### src/rtl/moore_seq_det_param.sv
// Moore serial pattern detector for any LEN-bit PATTERN with run-time overlap control.
// Define MATCH_CNT_EN to build the saturating match counter and its cnt_clr/match_cnt ports.
module moore_seq_det_param #(
  parameter int             LEN     = 5,
  parameter logic [LEN-1:0] PATTERN = 5'b10010,
  parameter int             CNT_W   = 8
) (
  input  logic             clk,
  input  logic             rst,
  input  logic             in_valid,
  input  logic             in,
  input  logic             overlap_en,
  output logic             out
`ifdef MATCH_CNT_EN
  ,
  input  logic             cnt_clr,
  output logic [CNT_W-1:0] match_cnt
`endif
);

  localparam int SW    = $clog2(LEN + 1);
  localparam int TBL_W = (LEN + 1) * 2 * SW;
  localparam logic [SW-1:0] LAST = SW'(LEN);

  // Longest prefix of PATTERN that is a suffix of (matched prefix of length s) followed by bit b.
  function automatic int kmp_next(input int s, input int b);
    logic [LEN:0] seq;
    logic         ok;
    int           best;
    seq  = '0;
    best = 0;
    for (int i = 0; i < s; i++) seq[i] = PATTERN[LEN-1-i];
    seq[s] = b[0];
    for (int k = 1; k <= LEN; k++) begin
      if (k <= s + 1) begin
        ok = 1'b1;
        for (int j = 0; j < k; j++) begin
          if (seq[s+1-k+j] != PATTERN[LEN-1-j]) ok = 1'b0;
        end
        if (ok) best = k;
      end
    end
    return best;
  endfunction

  // Entry (2*s + b) holds the next state for state s and input bit b.
  function automatic logic [TBL_W-1:0] build_tbl();
    logic [TBL_W-1:0] tbl;
    tbl = '0;
    for (int s = 0; s <= LEN; s++) begin
      for (int b = 0; b < 2; b++) begin
        tbl[(2*s+b)*SW +: SW] = SW'(kmp_next(s, b));
      end
    end
    return tbl;
  endfunction

  localparam logic [TBL_W-1:0] NXT_TBL = build_tbl();

  logic [SW-1:0] r_state;
  logic [SW-1:0] w_state_nxt;
  logic          r_out;
  logic          w_out_nxt;

  // NOTE: sequential state uses non-blocking assignments so every register samples pre-edge values.
  always_ff @(posedge clk) begin
    if (rst) begin
      r_state <= '0;
      r_out   <= 1'b0;
    end else begin
      r_state <= w_state_nxt;
      r_out   <= w_out_nxt;
    end
  end

  // NOTE: defaulting w_state_nxt to the current state first keeps this block free of latches.
  always_comb begin
    w_state_nxt = r_state;
    if (in_valid) begin
      if (r_state == LAST && !overlap_en) begin
        w_state_nxt = (in == PATTERN[LEN-1]) ? SW'(1) : '0;
      end else begin
        w_state_nxt = NXT_TBL[(2*int'(r_state) + int'(in))*SW +: SW];
      end
    end
  end

  always_comb begin
    w_out_nxt = (w_state_nxt == LAST);
  end

  assign out = r_out;

`ifdef MATCH_CNT_EN
  logic [CNT_W-1:0] r_cnt;

  // Clear wins over a simultaneous increment; the count sticks at all-ones.
  always_ff @(posedge clk) begin
    if (rst || cnt_clr) begin
      r_cnt <= '0;
    end else if (in_valid && w_out_nxt && !(&r_cnt)) begin
      r_cnt <= r_cnt + 1'b1;
    end
  end

  assign match_cnt = r_cnt;
`endif

endmodule

### config.mk
export PLATFORM = sky130hd
export DESIGN_NAME = moore_seq_det_param
export DESIGN_NICKNAME = d
export VERILOG_FILES = /design/src/rtl/moore_seq_det_param.sv
export SDC_FILE = /design/constraint.sdc
export NUM_CORES = 1
export LEC_CHECK = 0
export ABC_AREA = 0
export BUFFER_PORTS_ARGS = -buffer_cell sky130_fd_sc_hd__clkbuf_2
export CORE_AREA = 2 2 39 41
export DETAILED_ROUTE_END_ITERATION = 8
export DIE_AREA = 0 0 41 43
export SYNTH_ARGS = -nofsm -noshare
export SYNTH_HDL_FRONTEND = slang
export SYNTH_SLANG_ARGS = --single-unit
### constraint.sdc
create_clock -name clk -period 1.1 [get_ports clk]
set_clock_uncertainty 0.1 [all_clocks]
set_input_delay 0.22 -clock clk [delete_from_list [all_inputs] [get_ports clk]]
set_output_delay 0.22 -clock clk [all_outputs]
set_load 0.01 [all_outputs]
# --- Word level (Yosys, flattened, before mapping) ---
# Index checks and enable logic that the tools add are counted.
totals:
  inputBits: 5
  elab_cells: 12
  regBits: 4
  output_inout_bits: 1
op_classes:
  n_mul: 1
  add_sub_neg: 1
  muxes: 3
  n_eq_ne: 2
  reduce_logical: 2
  shift: 1
op_table:
  columns: ["operator", "n"]
  rows:
  - ["$shiftx A36 B8 Y3 const A", 1]
  - ["$mul A5 B2 Y7 const B", 1]
  - ["$eq A3 B3 Y1 const B", 2]
  - ["$mux W3", 2]
  - ["$add A4 B1 Y5", 1]
  - ["$logic_and A1 B1 Y1", 1]
  - ["$logic_not A1 Y1", 1]
  - ["$mux W1", 1]

# --- Logic depth before layout (Yosys ltp) ---
# Gate-level depths: netlist (run 1).
logic_depth:
  depth_word: 6
  depth_mapped: 4
  mapped_depth_nobuf: 4

# --- Worst setup path after synthesis (run 1) ---
# OpenSTA, ideal clock, no wires.
synth_timing:
  path_kind: "reg2reg"
  startpoint: "register r_state[2]"
  endpoint: "register r_out (netlist: out)"
  path_slack_ps: -32
  stages_incl_launch_ff: 5
  setup_time_ps: 88
  arrival_time_ps: 944
  synth_period_minus_slack_ps: 1132
  path_cell_list: "dfxtp_1 nand2b_1 a41oi_2 o22ai_2 nor4_2"
synth_between:
  elab_chain_cells: 6
  elab_cells_between_ends: 8
  cone_classes: "add/sub: 1; mul: 1; eq/ne: 2; shift: 1; mux: 2; reduce/logical: 1"
synth_lines:
  columns: ["item", "line_no", "text"]
  rows:
  - ["start, declared", "60", "logic [SW-1:0] r_state;"]
  - ["start signal, assigned", "71", "r_state <= w_state_nxt;"]
  - ["$add A4 B1 Y5", "83", "w_state_nxt = NXT_TBL[(2*int'(r_state) + int'(in))*SW +: SW];"]
  - ["$mul A5 B2 Y7", "83", null]
  - ["$shiftx A36 B8 Y3", "83", null]
  - ["$mux W3", "80", "if (r_state == LAST && !overlap_en) begin"]
  - ["$mux W3 (*)", "79", "if (in_valid) begin"]
  - ["$eq A3 B3 Y1 (*)", "89", "w_out_nxt = (w_state_nxt == LAST);"]
  - ["end signal, assigned", "72", "r_out <= w_out_nxt;"]
  - ["end, declared", "62", "logic r_out;"]
# Every way passes the cells marked *; elsewhere a longest branch is shown, timed or not.
# A chain may end at the register's enable or synchronous reset.

# --- Final worst setup path (run 1) ---
layout_timing:
  startpoint: "register r_state[1]"
  endpoint: "register r_out (netlist: out)"
# Same word-level chain as after synthesis.

==> results.yml, run 1 <==
logic_synthesis:
  synth_area_leaders: "dfxtp_1 (38%), a41oi_2 (7.8%), nor4_2 (6.0%), o22ai_2 (6.0%), o2bb2ai_1 (4.2%)"
  yosys_warnings: 0
  syn-cell-area_um2: 209
  async_reset_ff_share_pct: 0
  synth_nets: 27
  synth_common_cells: "dfxtp_1 (4), nor2_1 (2)"
  synth_seq_area_share_pct: 38.3
  yosysTopAreaCellShare_pct: 38.3
  synth_most_common_cell: "dfxtp_1"
  ys_types: 18
  synth_cells: 22
  ys.flop_type: "dfxtp_1"
  avgSynthCellArea_um2: 9.50
  ys_seq_elements: 4
  synth_edf_count: 0
  yosys.area.top_type: "dfxtp_1"
timing:
  fin_ws_ns: -0.0471
  maxSlewViolCount: 0
  min_period_ns: 1.15
  worstMarginPinSlew_ns: 0.232
  fin_tns_setup_ns: -0.0752
  fmaxAchievable_ghz: 0.872
  slew_headroom_pct: 84.5
  final-hold-violation-count: 0
  rsz0062_at_grt: "true"
  setup_viol: 2
  period_share_pct: 104
run_status:
  outcome: "finished, violations left"
  violations: "negative setup slack"
drt:
  wire_per_inst_um: 8.82
  vias: 225
  ant_nets: 0
  wirelength_um: 450
  drc: 0
  viasPerCell: 4.41
  dr.pass1.iters: 4
  drt_iter0_drc: 4
worst_setup_path:
  cp-end-kind: "flip-flop"
  path_delay_family: "flip-flops"
  cpPeakStageDelay_ns: 0.36
  ff2ff_path_depth: 4
  cp_num_buf_inv: 0
  r2r_start: "r_state[1]$_SDFF_PP0_"
  cp_cell_sequence: "nor3b_1 -> a41oi_2 -> o22ai_2 -> nor4_2"
  worstSetupPathType: "reg2reg"
  cp.arrival_ns: 1.19
  crit_fanout: 5
  crit_slowest_cell: "dfxtp_4"
  critPathLaunchType: "flip-flop"
  cp_data_required_time_ns: 1.14
  reg2reg_slack_ns: -0.05
  r2r_end: "out$_SDFF_PP0_"
clocking:
  cts_buffers: 3
  clockBufferDepth: 2
  cts_tree: "yes"
  cts.sinks: 4
  clk_pin_slew_ns: 0.04
  clock_latency_ns: 0.23
  cts-root-buf: "clkbuf_4"
  htree_levels: 1
placed_design:
  io_buffer_count: 5
  dpl.cell_count: 47
  dp_hpwl_um: 335
  post-place-ws_ns: -0.0852
  place.gp.congestion: 0.696
global_routing:
  antenna_found_initial: 0
  grt_overflow: 0
  grt_max_degree: 7
  first_global_vias: 187
  grt_pass1_wl_um: 662
  grt.total_usage_pct: 6.33
floorplanning:
  die_w_um: 41
  start_util_pct: 15.1
  ios: 6
  coreArea_mm2: 0.00138
  die_area_mm2: 0.00176
  floorplan.rows: 14
  die_h_um: 43
layout:
  layout.cells.non_filler: 51
  fin_util_pct: 26.0
  area_growth_syn_to_layout_pct: 72.5
  nets: 42
  n_antenna_cell: 0
  final_layout_size_suffix_gt1_share_pct: 74.3
  multiInputGateArea_um2: 160
  final-seq-area_um2: 91.3
  fillers: 149
power_and_ir_drop:
  p_leak_nw: 0.122
  power_density_mw_per_mm2: 1060
  ir_drop_uv: 458
min_path:
  hold_start: "rst"
  whs_endpoint: "r_state[2]$_SDFF_PP0_"
  hold_path_class: "in2reg"
  hold_depth: 2
flow_run:
  max_cap_viol_count: 0
==> stage by stage <==
step / power (mW) / area, um^2 / hold WS, ns
6_report: 0.384 / 360 / 0.0902
5_1_grt: 0.402 / 360 / 0.0970
4_1_cts: 0.388 / 324 / 0.0803
3_5_place_dp: 0.203 / 285 / 0.335
3_3_place_gp: 0.202 / 285 / 0.340
2_1_floorplan: 0.175 / 210 / 0.185
==> area by class of cell <==
class	count	area share, %
Clock buffer	3	6.25
Inverter	1	1.04
Multi-Input combinational cell	17	44.4
Sequential cell	4	25.3
Tap cell	16	5.56
Timing Repair Buffer	10	17.4
==> registers in the layout (all words and copies together) (netlist names) <==
register / count
out: 1
r_state: 3
==> routing by layer <==
layer  vias up  wire, um  track usage [%]
met4         0        25             10.0
met2         7       206             7.50
met1       104       189             6.77
li1        110         -                -
met5         -         0                0
met3         4        29             1.57
==> power breakdown <==
| part | internal [mW] | switching, mW | total [mW] |
|---|---|---|---|
| logic | 0.0297 | 0.0269 | 0.0566 |
| clock network | 0.122 | 0.0542 | 0.176 |
| registers | 0.145 | 0.00620 | 0.151 |
| total | 0.296 | 0.0873 | 0.384 |
==> repair_timing <==
item,4_1_cts,5_1_grt
endpoints found under the setup margin,3,4
gates resized for setup,3,9
buffers inserted,1,0
pin swaps,2,4
hold buffers,0,0
==> placed cells by master (no fill, tap or decap), drive strengths merged <==
| cell type | Yosys | layout |
|---|---|---|
| clkbuf | 0 | 8 |
| buf | 0 | 5 |
| dfxtp | 4 | 4 |
| nor2 | 2 | 2 |
| o31ai | 1 | 1 |
| inv | 1 | 1 |
| nand3 | 1 | 1 |
| nor3 | 1 | 1 |
| a21oi | 1 | 1 |
| nand2b | 1 | 1 |
| nor3b | 1 | 1 |
| a41oi | 1 | 1 |
| o22ai | 1 | 1 |
| nand2 | 1 | 1 |
| o21ai | 1 | 1 |
| xnor2 | 1 | 1 |
| o2bb2ai | 1 | 1 |
| a22oi | 1 | 1 |
| nor4 | 1 | 1 |
| nor2b | 1 | 1 |
==> logic make-up (layout without fill, tap and decap cells) <==
| group | count (synthesis) | count (layout) | synth area share (%) |
|---|---|---|---|
| simple gates | 9 | 9 | 25.7 |
| compound gates | 7 | 7 | 29.9 |
| xor+xnor | 1 | 1 | 4.19 |
| buf+inv | 1 | 14 | 1.79 |
| flops | 4 | 4 | 38.3 |
==> how the worst max path moves through the flow <==
stage,start,end,slack [ns],depth (start not counted)
after floorplan,r_state[1]$_SDFF_PP0_,out$_SDFF_PP0_,0.0006,4
after global placement,r_state[1]$_SDFF_PP0_,out$_SDFF_PP0_,-0.08,4
after detailed placement,r_state[1]$_SDFF_PP0_,out$_SDFF_PP0_,-0.09,4
after CTS,r_state[1]$_SDFF_PP0_,out$_SDFF_PP0_,-0.05,3
after global routing,r_state[1]$_SDFF_PP0_,out$_SDFF_PP0_,-0.13,4
final,r_state[1]$_SDFF_PP0_,out$_SDFF_PP0_,-0.05,4
Power figures use the tool's default switching activity.
==> run 2, diff against run 1 <==
ABC_CLOCK_PERIOD_IN_PS = 1480   (was default)
PLACE_DENSITY_LB_ADDON = 0.05   (was default)
clock period = 1.48 ns   (was 1.1 ns; I/O delays follow)
==> run 2 against run 1 <==
The run now ends clean; clock power decreased by 24%; combinational power shrank 53%; final cell count decreased by 9.8%; critical endpoint unchanged; flip-flop and latch count unchanged; critical path depth unchanged; sequential power down 24%; first-iteration DRC count down 75%.
==> results.yml, run 2 (same netlist as run 1, synthesis figures left out) <==
global_routing:
  grt.total_usage_pct: 6.93
  first_global_vias: 202
  grt_pass1_wl_um: 745
  grt_overflow: 0
  grt_max_degree: 7
  antenna_found_initial: 0
drt:
  dr.pass1.iters: 2
  wire_per_inst_um: 9.87
  vias: 195
  drc: 0
  drt_iter0_drc: 1
  viasPerCell: 4.24
  wirelength_um: 454
  ant_nets: 0
floorplanning:
  die_h_um: 43
  die_area_mm2: 0.00176
  die_w_um: 41
  coreArea_mm2: 0.00138
  ios: 6
  start_util_pct: 15.1
  floorplan.rows: 14
worst_setup_path:
  r2r_start: "r_state[1]$_SDFF_PP0_"
  cp_cell_sequence: "inv_1 -> nor3_1 -> a21oi_1 -> nor4_2"
  worstSetupPathType: "reg2reg"
  cp_num_buf_inv: 1
  path_delay_family: "simple AND/OR/NAND/NOR gates"
  cp_data_required_time_ns: 1.53
  cpPeakStageDelay_ns: 0.39
  cp-end-kind: "flip-flop"
  crit_fanout: 5
  crit_slowest_cell: "dfxtp_1"
  critPathLaunchType: "flip-flop"
  cp.arrival_ns: 1.28
  startpoint: "r_state[1]$_SDFF_PP0_"
layout:
  fin_util_pct: 20.0
  final_common_cell: "clkbuf_2"
  area_growth_syn_to_layout_pct: 32.3
  n_antenna_cell: 0
  final_layout_size_suffix_gt1_share_pct: 36.7
  nets: 37
  final_cell_mix: "clkbuf_2 (5), dfxtp_1 (4), clkbuf_4 (3), nor2_1 (2)"
  fillers: 161
  final_area_um2: 277
  largest_register_ff_count: 3
  largest-register: "r_state"
clocking:
  post_cts_resized: 0
  cts.sinks: 4
  cts_tree: "yes"
  clock_latency_ns: 0.23
  clk_pin_slew_ns: 0.04
  cts_setup_buffers: 0
  cts_buffers: 3
  cts-root-buf: "clkbuf_4"
  clockBufferDepth: 2
  cts_hold_buf: 0
  htree_levels: 1
placed_design:
  dp_hpwl_um: 360
  place.gp.congestion: 0.562
  io_buffer_count: 5
  dpl_cell_area_um2: 254
  post-place-ws_ns: 0.233
timing:
  period_share_pct: 83.4
  min_period_ns: 1.23
  fin_ws_ns: 0.245
  rsz0062_at_grt: "false"
  final-hold-violation-count: 0
  fin_hold_ws_ns: 0.189
  setup_viol: 0
  fin_tns_setup_ns: 0
  maxSlewViolCount: 0
  fmaxAchievable_ghz: 0.810
  worstMarginPinSlew_ns: 0.260
  slew_headroom_pct: 82.7
run_status:
  outcome: "finished, final reports clean"
power_and_ir_drop:
  ir_drop_uv: 258
  p_leak_nw: 0.0926
  power_density_mw_per_mm2: 998
min_path:
  hold_path_class: "in2reg"
  hold_start: "rst"
flow_run:
  max_cap_viol_count: 0
-- run 2: power by group --
| part | internal (mW) | leakage [nW] | switching [mW] |
|---|---|---|---|
| Combinational | 0.0127 | 0.0464 | 0.0139 |
| Sequential | 0.111 | 0.0324 | 0.00391 |
| Clock | 0.0907 | 0.0138 | 0.0438 |
-- run 2: worst register-to-register path, delay by kind of cell (launching register included) --
kind | cells | cell delay [ns]
and+or+nand+nor | 2 | 0.44
buffers and inverters | 1 | 0.13
DFF | 1 | 0.39
AOI/OAI and AO/OA | 1 | 0.09
-- run 2: cell type report --
type	count	area, um^2	share of cell area, %
flip-flops and latches	4	80.1	29.0
repair buffers	5	25.0	9.05
clock buffers	3	22.5	8.14
well taps	16	20.0	7.24
inverters	1	3.75	1.36
multi-input cells	17	125	45.2
-- run 2: final timing paths --
check | to | slack (ns) | cells after the start
max | out$_SDFF_PP0_ | 0.25 | 4
min | r_state[0]$_SDFF_PP0_ | 0.19 | 2
max reg2reg | out$_SDFF_PP0_ | 0.25 | 4
min reg2reg | r_state[2]$_SDFF_PP0_ | 0.59 | 2
-- run 2: routing by layer --
| layer | global-route usage (%) | wire [um] | vias up |
|---|---|---|---|
| li1 | - | - | 99 |
| met4 | 10.0 | 0 | 0 |
| met5 | 0 | 0 | - |
| met1 | 6.75 | 181 | 92 |
| met2 | 9.38 | 245 | 4 |
| met3 | 1.57 | 28 | 0 |
-- run 2: metrics by stage --
step,cells,total power [mW]
floorplan,22,0.130
global placement,43,0.143
detailed placement,43,0.143
CTS,46,0.283
global route,46,0.293
finish,46,0.276
==> run 3, diff against run 2 <==
ABC_AREA = 1   (was 0)
ABC_CLOCK_PERIOD_IN_PS = 1270   (was 1480)
clock period = 1.27 ns   (was 1.48 ns; I/O delays follow)
==> run 3 against run 2 <==
Flip-flop and latch count unchanged; largest power group unchanged; fmax rose by 7.3%; combinational power is 38% higher; first-iteration DRC count up 100%; global-route usage grew 0.78 points; power rose by 16%; clock-buffer cell count is the same; highest routed layer unchanged; routed wire length rose by 19%; worst setup slack got worse by 0.13 ns; design area rose by 12%.
==> results.yml, run 3 <==
worst_setup_path:
  cp.arrival_ns: 1.21
  cp-end-kind: "flip-flop"
  cpPeakStageDelay_ns: 0.38
  cp_cell_sequence: "inv_1 -> nor2_1 -> nand2_1 -> nand3_1 -> nand2_1 -> inv_1 -> nand2_1 -> nor2_1"
  r2r_start: "r_state[2]$_SDFF_PP0_"
  crit_slowest_cell: "dfxtp_1"
  cp_data_required_time_ns: 1.33
  cp_num_buf_inv: 2
  startpoint: "r_state[2]$_SDFF_PP0_"
  path_delay_family: "simple AND/OR/NAND/NOR gates"
  cpMostUsedCell: "nand2_1"
  crit_fanout: 4
  critPathLaunchType: "flip-flop"
  worstSetupPathType: "reg2reg"
min_path:
  hold_path_class: "in2reg"
  hold_start: "rst"
power_and_ir_drop:
  internal_power_mw: 0.250
  p_sw_mw: 0.0695
  total_power_mw: 0.320
  p_leak_nw: 0.170
  p_seq_share_pct: 42.1
  power_density_mw_per_mm2: 1030
  ir_drop_uv: 274
  combPwrFrac_pct: 11.5
  netSwitchingFraction_pct: 21.7
  p_clk_share_pct: 46.4
clocking:
  cts-root-buf: "clkbuf_4"
  clockBufferDepth: 2
  clock_latency_ns: 0.23
  post_cts_resized: 0
  cts_buffers: 3
  cts_tree: "yes"
  htree_levels: 1
  cts.sinks: 4
  cts_hold_buf: 0
  clk_pin_slew_ns: 0.03
  cts_setup_buffers: 0
drt:
  vias: 261
  wire_per_inst_um: 8.07
  viasPerCell: 3.90
  wirelength_um: 541
  ant_nets: 0
  drt_iter0_drc: 2
  dr.pass1.iters: 4
  drc: 0
timing:
  fin_tns_setup_ns: 0
  setup_viol: 0
  fmaxAchievable_ghz: 0.869
  rsz0062_at_grt: "false"
  min_period_ns: 1.15
  final-hold-violation-count: 0
  maxSlewViolCount: 0
  period_share_pct: 90.6
  slew_headroom_pct: 89.9
  worstMarginPinSlew_ns: 0.151
  fin_ws_ns: 0.120
run_status:
  outcome: "finished, final reports clean"
floorplanning:
  start_util_pct: 17.3
  die_h_um: 43
  die_area_mm2: 0.00176
  floorplan.rows: 14
  ios: 6
  die_w_um: 41
  coreArea_mm2: 0.00138
global_routing:
  grt_pass1_wl_um: 876
  grt.total_usage_pct: 7.71
  first_global_vias: 248
  grt_overflow: 0
  antenna_found_initial: 0
  grt_max_degree: 8
layout:
  nets: 58
  final_layout_size_suffix_gt1_share_pct: 23.5
  largest-register: "r_state"
  fillers: 162
  final_common_cell: "nand2_1"
  n_antenna_cell: 0
  largest_register_ff_count: 3
  final_cell_mix: "nand2_1 (17), nor2_1 (8), inv_1 (7), clkbuf_2 (5)"
  area_growth_syn_to_layout_pct: 29.8
logic_synthesis:
  synth_nets: 48
  ys_seq_elements: 4
  ys.flop_type: "dfxtp_1"
  yosys.area.top_type: "dfxtp_1"
  avgSynthCellArea_um2: 5.56
  ys_types: 9
  async_reset_ff_share_pct: 0
  synth_area_leaders: "dfxtp_1 (34%), nand2_1 (27%), nor2_1 (14%), inv_1 (11%), nand3_1 (4.2%)"
  synth_most_common_cell: "nand2_1"
  synth_seq_area_share_pct: 33.5
  synth_common_cells: "nand2_1 (17), nor2_1 (9), inv_1 (7)"
  synth_edf_count: 0
  syn-cell-area_um2: 239
  yosysTopAreaCellShare_pct: 33.5
  yosys_warnings: 0
  synth_cells: 43
flow_run:
  max_cap_viol_count: 0
placed_design:
  dp_hpwl_um: 436
  place.gp.congestion: 0.648
  post-place-ws_ns: 0.125
  io_buffer_count: 5
-- run 3: cell types whose count changed in the layout (fill, tap and decap cells not counted), moves of 2 or more --
cell     delta
nand2_1    +16
nor2_2      +2
nor2_1      +6
inv_1       +6
-- run 3: per-stage QoR --
step	cell area [um^2]	utilization, %	hold slack (ns)	std cells
6_report	310	22.4	0.111	67
5_1_grt	310	22.4	0.115	67
4_1_cts	307	22.2	0.110	67
3_5_place_dp	284	20.5	0.354	64
3_3_place_gp	284	20.5	0.357	64
2_1_floorplan	239	-	0.226	43
-- run 3: path summary, 6_finish.rpt --
path	endpoint	slack, ns	cells after the start
setup reg to reg	out$_SDFF_PP0_	0.12	8
setup / recovery	out$_SDFF_PP0_	0.12	8
hold reg to reg	r_state[2]$_SDFF_PP0_	0.50	3
hold / removal	r_state[1]$_SDFF_PP0_	0.11	2
-- run 3: area by class of cell --
| type | instances | area, um^2 | area share (%) |
|---|---|---|---|
| repair buffers | 5 | 25.0 | 8.06 |
| well taps | 16 | 20.0 | 6.45 |
| clock buffers | 3 | 22.5 | 7.26 |
| flip-flops and latches | 4 | 81.3 | 26.2 |
| inverters | 7 | 26.3 | 8.47 |
| multi-input cells | 32 | 135 | 43.5 |
-- run 3: power groups by stage --
stage,clock (mW),combinational [mW],sequential (mW)
final,0.148,0.0367,0.135
after global routing,0.165,0.0423,0.135
after CTS,0.158,0.0366,0.134
after detailed placement,0,0.0364,0.136
after global placement,0,0.0368,0.136
after floorplan,0,0.0232,0.135
-- run 3: per-layer routing --
layer | wire length, um | up-vias | global-route usage (%) | part of all wire, %
li1 | - | 143 | - | -
met1 | 240 | 105 | 8.60 | 44
met2 | 254 | 13 | 10.6 | 47
met3 | 45 | 0 | 2.09 | 8.3
met4 | 0 | 0 | 8.00 | 0
met5 | 0 | - | 0 | 0
-- run 3: worst reg2reg max path: stages (launching register included) --
cell     delay, ns
dfxtp_1       0.38
inv_1         0.08
nor2_1        0.13
nand2_1       0.08
nand3_1       0.08
nand2_1       0.05
inv_1         0.06
nand2_1       0.05
nor2_1        0.08
-- run 3: cells by family after synthesis --
family                 synth area share (%)
AO/OA/AOI/OAI                          5.23
AND/OR/NAND/NOR                        50.3
buffers and inverters                  11.0
flip-flops                             33.5
